File: config.mk
export PLATFORM = sky130hd
export DESIGN_NAME = noc_packetizer
export DESIGN_NICKNAME = d
export VERILOG_FILES = /design/src/rtl/noc_packetizer.sv
export SDC_FILE = /design/constraint.sdc
export NUM_CORES = 1
export LEC_CHECK = 0
export CAP_MARGIN = 10
export CORE_MARGIN = 2
export CORE_UTILIZATION = 44
export CTS_CLUSTER_DIAMETER = 120
export DETAILED_ROUTE_END_ITERATION = 10
export GPL_ROUTABILITY_DRIVEN = 0
export PLACE_DENSITY_LB_ADDON = 0.2
export SYNTH_ARGS = -nofsm -noshare
export SYNTH_HDL_FRONTEND = slang
export SYNTH_SLANG_ARGS = --single-unit
File: constraint.sdc
create_clock -name clk -period 2.1 [get_ports clk]
set_input_delay 0.42 -clock clk [delete_from_list [all_inputs] [get_ports clk]]
set_output_delay 0.42 -clock clk [all_outputs]
set_load 0.01 [all_outputs]
File: src/rtl/noc_packetizer.sv
// Injection-side packetizer: wraps an AXI-Stream message from the local core into
// router packets (header flit + payload flits), splitting long messages into continuations.
module noc_packetizer #(
  parameter int DATA_WIDTH    = 32,
  parameter int MAX_ROUTERS_X = 4,
  parameter int MAX_ROUTERS_Y = 4,
  parameter int ROUTER_X      = 0,
  parameter int ROUTER_Y      = 0,
  parameter int MAX_PAYLOAD   = 4,
  parameter int SEQ_WIDTH     = 4,
  localparam int X_W   = (MAX_ROUTERS_X > 1) ? $clog2(MAX_ROUTERS_X) : 1,
  localparam int Y_W   = (MAX_ROUTERS_Y > 1) ? $clog2(MAX_ROUTERS_Y) : 1,
  localparam int CNT_W = (MAX_PAYLOAD > 1) ? $clog2(MAX_PAYLOAD) : 1
) (
  input  logic                  clk,
  input  logic                  rst,
  input  logic [DATA_WIDTH-1:0] s_tdata,
  input  logic                  s_tvalid,
  output logic                  s_tready,
  input  logic                  s_tlast,
  input  logic [X_W-1:0]        dest_x,
  input  logic [Y_W-1:0]        dest_y,
  output logic [DATA_WIDTH-1:0] m_tdata,
  output logic                  m_tvalid,
  input  logic                  m_tready,
  output logic                  m_tlast,
  output logic                  busy
);

  localparam int HDR_W = 2 * X_W + 2 * Y_W + 1 + SEQ_WIDTH;

  if (HDR_W > DATA_WIDTH) begin : g_hdr_check
    $error("noc_packetizer: header fields (%0d bits) exceed DATA_WIDTH (%0d)", HDR_W, DATA_WIDTH);
  end

  typedef enum logic [1:0] {
    IDLE,
    PAYLOAD,
    CONT
  } state_t;

  state_t               state;
  logic [CNT_W-1:0]     beat_cnt;
  logic [SEQ_WIDTH-1:0] seq;
  logic [X_W-1:0]       dest_x_r;
  logic [Y_W-1:0]       dest_y_r;
  logic                 out_free;
  logic                 cnt_last;

  // Header layout, LSB first: dest_x, dest_y, src_x, src_y, cont, seq; upper bits zero.
  function automatic logic [DATA_WIDTH-1:0] make_header(
    input logic [X_W-1:0]       dx,
    input logic [Y_W-1:0]       dy,
    input logic                 cont,
    input logic [SEQ_WIDTH-1:0] sq
  );
    logic [HDR_W-1:0] fields;
    fields = {sq, cont, Y_W'(ROUTER_Y), X_W'(ROUTER_X), dy, dx};
    return DATA_WIDTH'(fields);
  endfunction

  assign out_free = !m_tvalid || m_tready;
  assign cnt_last = (beat_cnt == CNT_W'(MAX_PAYLOAD - 1));
  assign s_tready = (state == PAYLOAD) && out_free;
  assign busy     = (state != IDLE);

  always_ff @(posedge clk) begin
    if (rst) begin
      state    <= IDLE;
      beat_cnt <= '0;
      seq      <= '0;
      dest_x_r <= '0;
      dest_y_r <= '0;
      m_tvalid <= 1'b0;
      m_tdata  <= '0;
      m_tlast  <= 1'b0;
    end else begin
      // A consumed flit drops valid unless a new flit is loaded below.
      if (m_tvalid && m_tready) begin
        m_tvalid <= 1'b0;
      end

      case (state)
        IDLE: begin
          if (s_tvalid && out_free) begin
            m_tdata  <= make_header(dest_x, dest_y, 1'b0, '0);
            m_tlast  <= 1'b0;
            m_tvalid <= 1'b1;
            dest_x_r <= dest_x;
            dest_y_r <= dest_y;
            seq      <= '0;
            beat_cnt <= '0;
            state    <= PAYLOAD;
          end
        end

        PAYLOAD: begin
          if (s_tvalid && out_free) begin
            m_tdata  <= s_tdata;
            m_tlast  <= s_tlast || cnt_last;
            m_tvalid <= 1'b1;
            if (s_tlast) begin
              state <= IDLE;
            end else if (cnt_last) begin
              seq   <= seq + SEQ_WIDTH'(1);
              state <= CONT;
            end else begin
              beat_cnt <= beat_cnt + CNT_W'(1);
            end
          end
        end

        CONT: begin
          if (out_free) begin
            m_tdata  <= make_header(dest_x_r, dest_y_r, 1'b1, seq);
            m_tlast  <= 1'b0;
            m_tvalid <= 1'b1;
            beat_cnt <= '0;
            state    <= PAYLOAD;
          end
        end

        default: state <= IDLE;
      endcase
    end
  end

endmodule
## Word level (Yosys, flattened, before mapping)

Index checks and enable logic that the tools add are counted.

| cells by class | value |
|---|---|
| equal/unequal tests | 10 |
| reduce and logical (&&, ||, !) cells | 16 |
| add/subtract/negate cells | 2 |
| mux-type cells | 29 |

Operators with widths:

| operator | count |
|---|---|
| 32-bit two-way mux | 3 |
| 32-bit one-hot mux with 3 select lines | 1 |
| 2-bit two-way mux | 10 |
| 4-bit two-way mux | 4 |
| 2-bit one-hot mux with 3 select lines | 2 |
| 2-bit != test, second input constant | 5 |
| 4-bit one-hot mux with 2 select lines | 1 |
| 4-bit AND reduction | 2 |
| 1-bit two-way mux | 6 |
| 6-bit AND reduction | 1 |
| 5-bit AND reduction | 1 |
| 4-bit by 1-bit adder with 4-bit output, second input constant | 1 |
| 2-bit equality test, second input constant | 2 |
| 2-bit nonzero test | 2 |
| 1-bit logical AND | 3 |
| 3-bit != test, second input constant | 1 |
| 1-bit one-hot mux with 3 select lines | 1 |
| 3-bit nonzero test | 1 |
| 2-bit by 1-bit adder with 2-bit output, second input constant | 1 |
| 2-bit by 1-bit equality test with 1-bit output, second input constant | 1 |
| 2-bit zero test | 1 |
| 1-bit logical OR | 2 |
| 2-bit by 1-bit != test with 1-bit output, second input constant | 1 |
| 1-bit one-hot mux with 2 select lines | 1 |
| 3 further kinds | 3 |

| storage, ports and cells | value |
|---|---|
| register bits after elaboration | 46 |

## Depth between registers and ports, before layout

Gate-level depths: netlist (run 1).

| depth | value |
|---|---|
| word-level depth | 5 |
| gate-level depth with buffers | 8 |
| depth with buffers taken out | 6 |

## Least setup slack after synthesis (run 1)

OpenSTA, ideal clock, no wires.

| path | value |
|---|---|
| path type | reg-to-reg |
| start | reg state[0] |
| end | reg beat_cnt[0] |
| arrival time | 1,654 ps |
| data required time | 2,029 ps |
| cell stages (with the launch flop) | 7 |
| setup slack | 376 ps |
| clock period less this slack | 1,724 ps |
| path through | dfxtp_1 inv_1 ha_1 nor3_4 a32oi_4 or4b_1 a21oi_1 |

| between the ends | value |
|---|---|
| cells in the longest elaborated chain, start to end | 3 |
| elaborated cells on any way between the ends | 11 |

RTL lines:

| what | RTL line | text |
|---|---|---|
| start, declared | 42 | `state_t state;` |
| start signal, assigned | 69 | `state <= IDLE;` |
| start signal, assigned | 93 | `state <= PAYLOAD;` |
| start signal, assigned | 103 | `state <= IDLE;` |
| 2-bit by 1-bit equality test with 1-bit output (tied with other cells) | 83 | `case (state)` |
| 2-bit != test (no line) (tied with other cells) | - |  |
| 6-bit AND reduction (no line) | - |  |
| end signal, assigned | 108 | `beat_cnt <= beat_cnt + CNT_W'(1);` |
| end, declared | 43 | `logic [CNT_W-1:0] beat_cnt;` |

Parallel ways exist; a longest one is shown, timed or not.
A chain may end at the register's enable or synchronous reset.

## Worst setup path after layout (run 1)

| path | value |
|---|---|
| start | reg state[1] |
| end | out busy |

| between the ends | value |
|---|---|
| cells in the longest elaborated chain, start to end | 1 |

RTL lines:

| what | RTL line | text |
|---|---|---|
| 2-bit nonzero test | 65 | `assign busy = (state != IDLE);` |
| end, declared | 27 | `output logic busy` |

No other way between the ends.

==> metrics.md, run 1 <==
| Metric | Value |
|---|---|
| RR Endpoint | seq[3]$_SDFFE_PP0P_ |
| Vias post-DR | 2026 |
| Clock power share | 0.242 |
| Worst R2R Start | state[1]$_SDFFE_PP0P_ |
| Setup slack, reg-to-reg | 0.20 ns |
| Power Density | 759 nW/µm² |
| Initial drt markers | 79 |
| CP Capture Type | output port |
| Xor/xnor cell area share of the yosys netlist | 0 |
| Post-synth cell types | 36 |
| Mapped Avg Cell Area | 8.40 µm² |
| Clock Pin Slew Worst Setup and Hold Paths | 0.08 ns |
| Crit-path cells | inv_1, ha_4, inv_1, clkdlybuf4s50_1 |
| Std-Cell Rows | 24 |
| Worst EP required | 1.68 ns |
| Dpl hpwl | 3660 µm |
| Most frequent CP cell | inv_1 |
| Bufs and invs on worst path | 3 |
| Worst relative slew slack | 0.658 |
| CTS Buffer Depth | 2 |
| Sequential area share after synthesis | 0.451 |
| Synth Net Count | 291 |
| Main combinational cell family by area after synthesis | simple AND/OR/NAND/NOR gates |
| Clk_lat worst skew | 0.30 ns |
| Layout area overhead | 46.0% |
| Cells on Worst Hold Path | 2 |
| Crit-path max FO | 6 |
| Worst Tran Pin Value | 0.514 ns |
| Clock root buffer master | clkbuf_8 |
| DIE WIDTH | 72.1 µm |
| Final wirelength | 5370 µm |
| Final hold viol count | 0 |
| CP max stage delay | 0.55 ns |
| Status | completed |
| Clk sinks | 46 |
| Sw Share | 0.308 |
| Slew Limit Fails | 0 |
| Final Cycle Share | 0.982 |
| Vias/cell | 5.49 |
| Residual DRC count | 0 |
| EDFF count, synth | 0 |
| CP Data Arrival Time | 1.64 ns |
| Final setup viols | 0 |
| GRT Total Usage | 0.210 |
| Nets | 364 |
| Gate Count Post-Synth | 243 |
| Sw Pwr | 0.696 mW |
| First-pass GRT wire length | 8540 µm |
| Async set-reset flop share out of synthesis | 0 |
| Post-synthesis compound-gate area fraction | 0.211 |
| Power Total | 2.26 mW |
| Hold WS | 0.450 ns |
| Setup crit start kind | register |
| Placed cell areas | 2860 µm² |
| Post-synthesis simple-gate area fraction | 0.220 |
| Initial antenna violation count | 0 |
| Initial Utilization | 0.463 |
| Skew final | 0.0128 ns |
| Leakage power | 1.08 nW |
| GRT overflow | 0 |
| Peak supply drop | 495 µV |
| Htree depth | 2 |
| Cts bufs inserted | 5 |
| Post-Synth Adder-Cell Area | 0.0429 |
| Achievable clock frequency | 0.485 GHz |
| Mux contribution to synthesized area | 0.0251 |
| Max Cap Viol | 0 |
| Ports | 77 |
| Largest net degree at the start of global routing | 34 |
| Min-Delay Endpoint | m_tdata[8]$_SDFFE_PP0P_ |
| R2R depth | 7 |
| Layout cells sized above 1 | 0.0726 |
| Vias in the first global route | 1857 |
| Gate power share | 0.325 |
| DRT Pass-1 Iters | 4 |
| Synth warn | 0 |
| Yosys top cell area share | 0.451 |
| DR WL/cell | 14.6 µm |
| Setup_tns | 0 ns |
| Hold wc startpoint | m_tdata[8]$_SDFFE_PP0P_ |
| HP Class | reg2reg |
| Port Buf Inserts | 76 |
| Total die area | 5200 µm² |
| Crit path kind | reg2out |
| Core Footprint | 4410 µm² |
| Ant. Diodes | 0 |
| Top FF cell, synth | dfxtp_1 |
| Crit path from | state[1]$_SDFFE_PP0P_ |
| Sequential Power Share | 0.434 |
| Synth area leaders | dfxtp_1 45%, a21oi_1 9.6%, nand3_1 7.6% |
| Tmin final | 2.06 ns |
| CTS tree | yes |
| FF+latch count, synth | 46 |
| Routed Antenna Nets | 0 |
| Cell taking the most area after synthesis | dfxtp_1 |
| CP top delay family | buffers and inverters |
| Cell area after synthesis | 2040 µm² |
| Post-Layout Inst Area | 2980 µm² |
| Die H | 72.1 µm |
| Slowest-stage cell, CP | clkdlybuf4s50_1 |
| Fin util | 0.675 |
| Internal | 1.56 mW |
[stage by stage]
step           setup slack (ns)  std cells
2_1_floorplan             0.376        243
3_3_place_gp             0.0514        361
3_5_place_dp             0.0294        361
4_1_cts                 0.00103        369
5_1_grt                 -0.0244        369
6_report                 0.0387        369
[layer usage]
layer  GRT usage  routed length, µm  vias up
li1            -                  -     1003
met4      0.0608                 51        0
met2       0.346               2600       54
met3      0.0764                347        4
met1       0.259               2370      965
met5           0                  0        -
[kinds of logic (layout without fill, tap and decap cells)]
kind of cell | Yosys count | in the layout
compound gates | 68 | 68
buf+inv | 24 | 98
mux | 5 | 5
flops | 46 | 46
fa+ha+maj | 7 | 7
simple gates | 93 | 93
[what timing repair did]
action,in CTS,in global routing
pin swaps,0,0
resized for setup,2,4
setup endpoints to repair,2,2
hold buffers,0,0
buffers inserted,0,0
gates cloned,0,0
[synthesized netlist by cell type (2+ instances only)]
cell type / number
clkbuf_1: 7
ha_1: 7
buf_1: 3
dfxtp_1: 46
a21oi_1: 39
buf_2: 9
a22o_1: 5
or3_1: 2
nand2b_1: 2
nor2b_1: 2
mux2i_1: 4
nand3b_1: 2
o21ai_0: 5
a22oi_1: 4
inv_1: 5
nor2_1: 6
nand2_1: 40
o211ai_1: 6
nand3_1: 31
and2_1: 2
[cells in the final DEF, fill, tap and decap left out, drive strengths merged, types with 4 or more instances in the layout]
master / Yosys / layout
mux2i: 4 / 4
a22o: 5 / 5
a22oi: 4 / 4
o211ai: 6 / 6
clkbuf: 7 / 7
nand2: 40 / 40
inv: 5 / 5
a21oi: 39 / 39
buf: 12 / 10
nor2: 6 / 6
nand3: 31 / 31
o21ai: 5 / 5
ha: 7 / 7
clkdlybuf4s50: 0 / 74
dfxtp: 46 / 46
[worst min-delay path: cells and delay by family (launching register included)]
kind	cells	cell delay [ns]
AND/OR/NAND/NOR	1	0.05
AO/OA/AOI/OAI	1	0.05
flip-flops	1	0.31
[final cells by class]
class	instances	area, µm²
clock buffers	7	86.3
flip-flops and latches	46	922
clock inverters	1	5.00
inverters	5	18.8
multi-input cells	173	1040
well taps	52	65.1
repair buffers	85	838
fillers	365	1430
[power groups by stage]
stage / clock network [mW] / registers, mW / logic, mW
after floorplan: 0 / 1.02 / 0.373
after global placement: 0 / 0.995 / 0.702
after detailed placement: 0 / 0.997 / 0.715
after CTS: 0.565 / 0.977 / 0.721
after global routing: 0.607 / 0.988 / 0.797
final: 0.546 / 0.980 / 0.734
[registers in the layout, indices dropped and copies added (netlist names)]
| register | count |
|---|---|
| dest_y_r | 2 |
| seq | 4 |
| beat_cnt | 2 |
| dest_x_r | 2 |
| m_tdata | 32 |
| m_tlast | 1 |
| state | 2 |
| m_tvalid | 1 |
[how the worst max path moves through the flow]
stage / end / slack [ns] / cells after the start
finish: busy / 0.04 / 4
global route: busy / -0.02 / 4
CTS: s_tready / 0.001 / 4
detailed placement: s_tready / 0.03 / 4
global placement: s_tready / 0.05 / 4
floorplan: beat_cnt[0]$_SDFFE_PP0P_ / 0.38 / 6
(Power assumes the default switching activity.)
==> inputs of run 2 (changes only) <==
- CAP_MARGIN: 10 -> 20
- SLEW_MARGIN: default -> 20
==> results of run 2 <==
Final layout, timing and power as in run 1 (identical DEF).
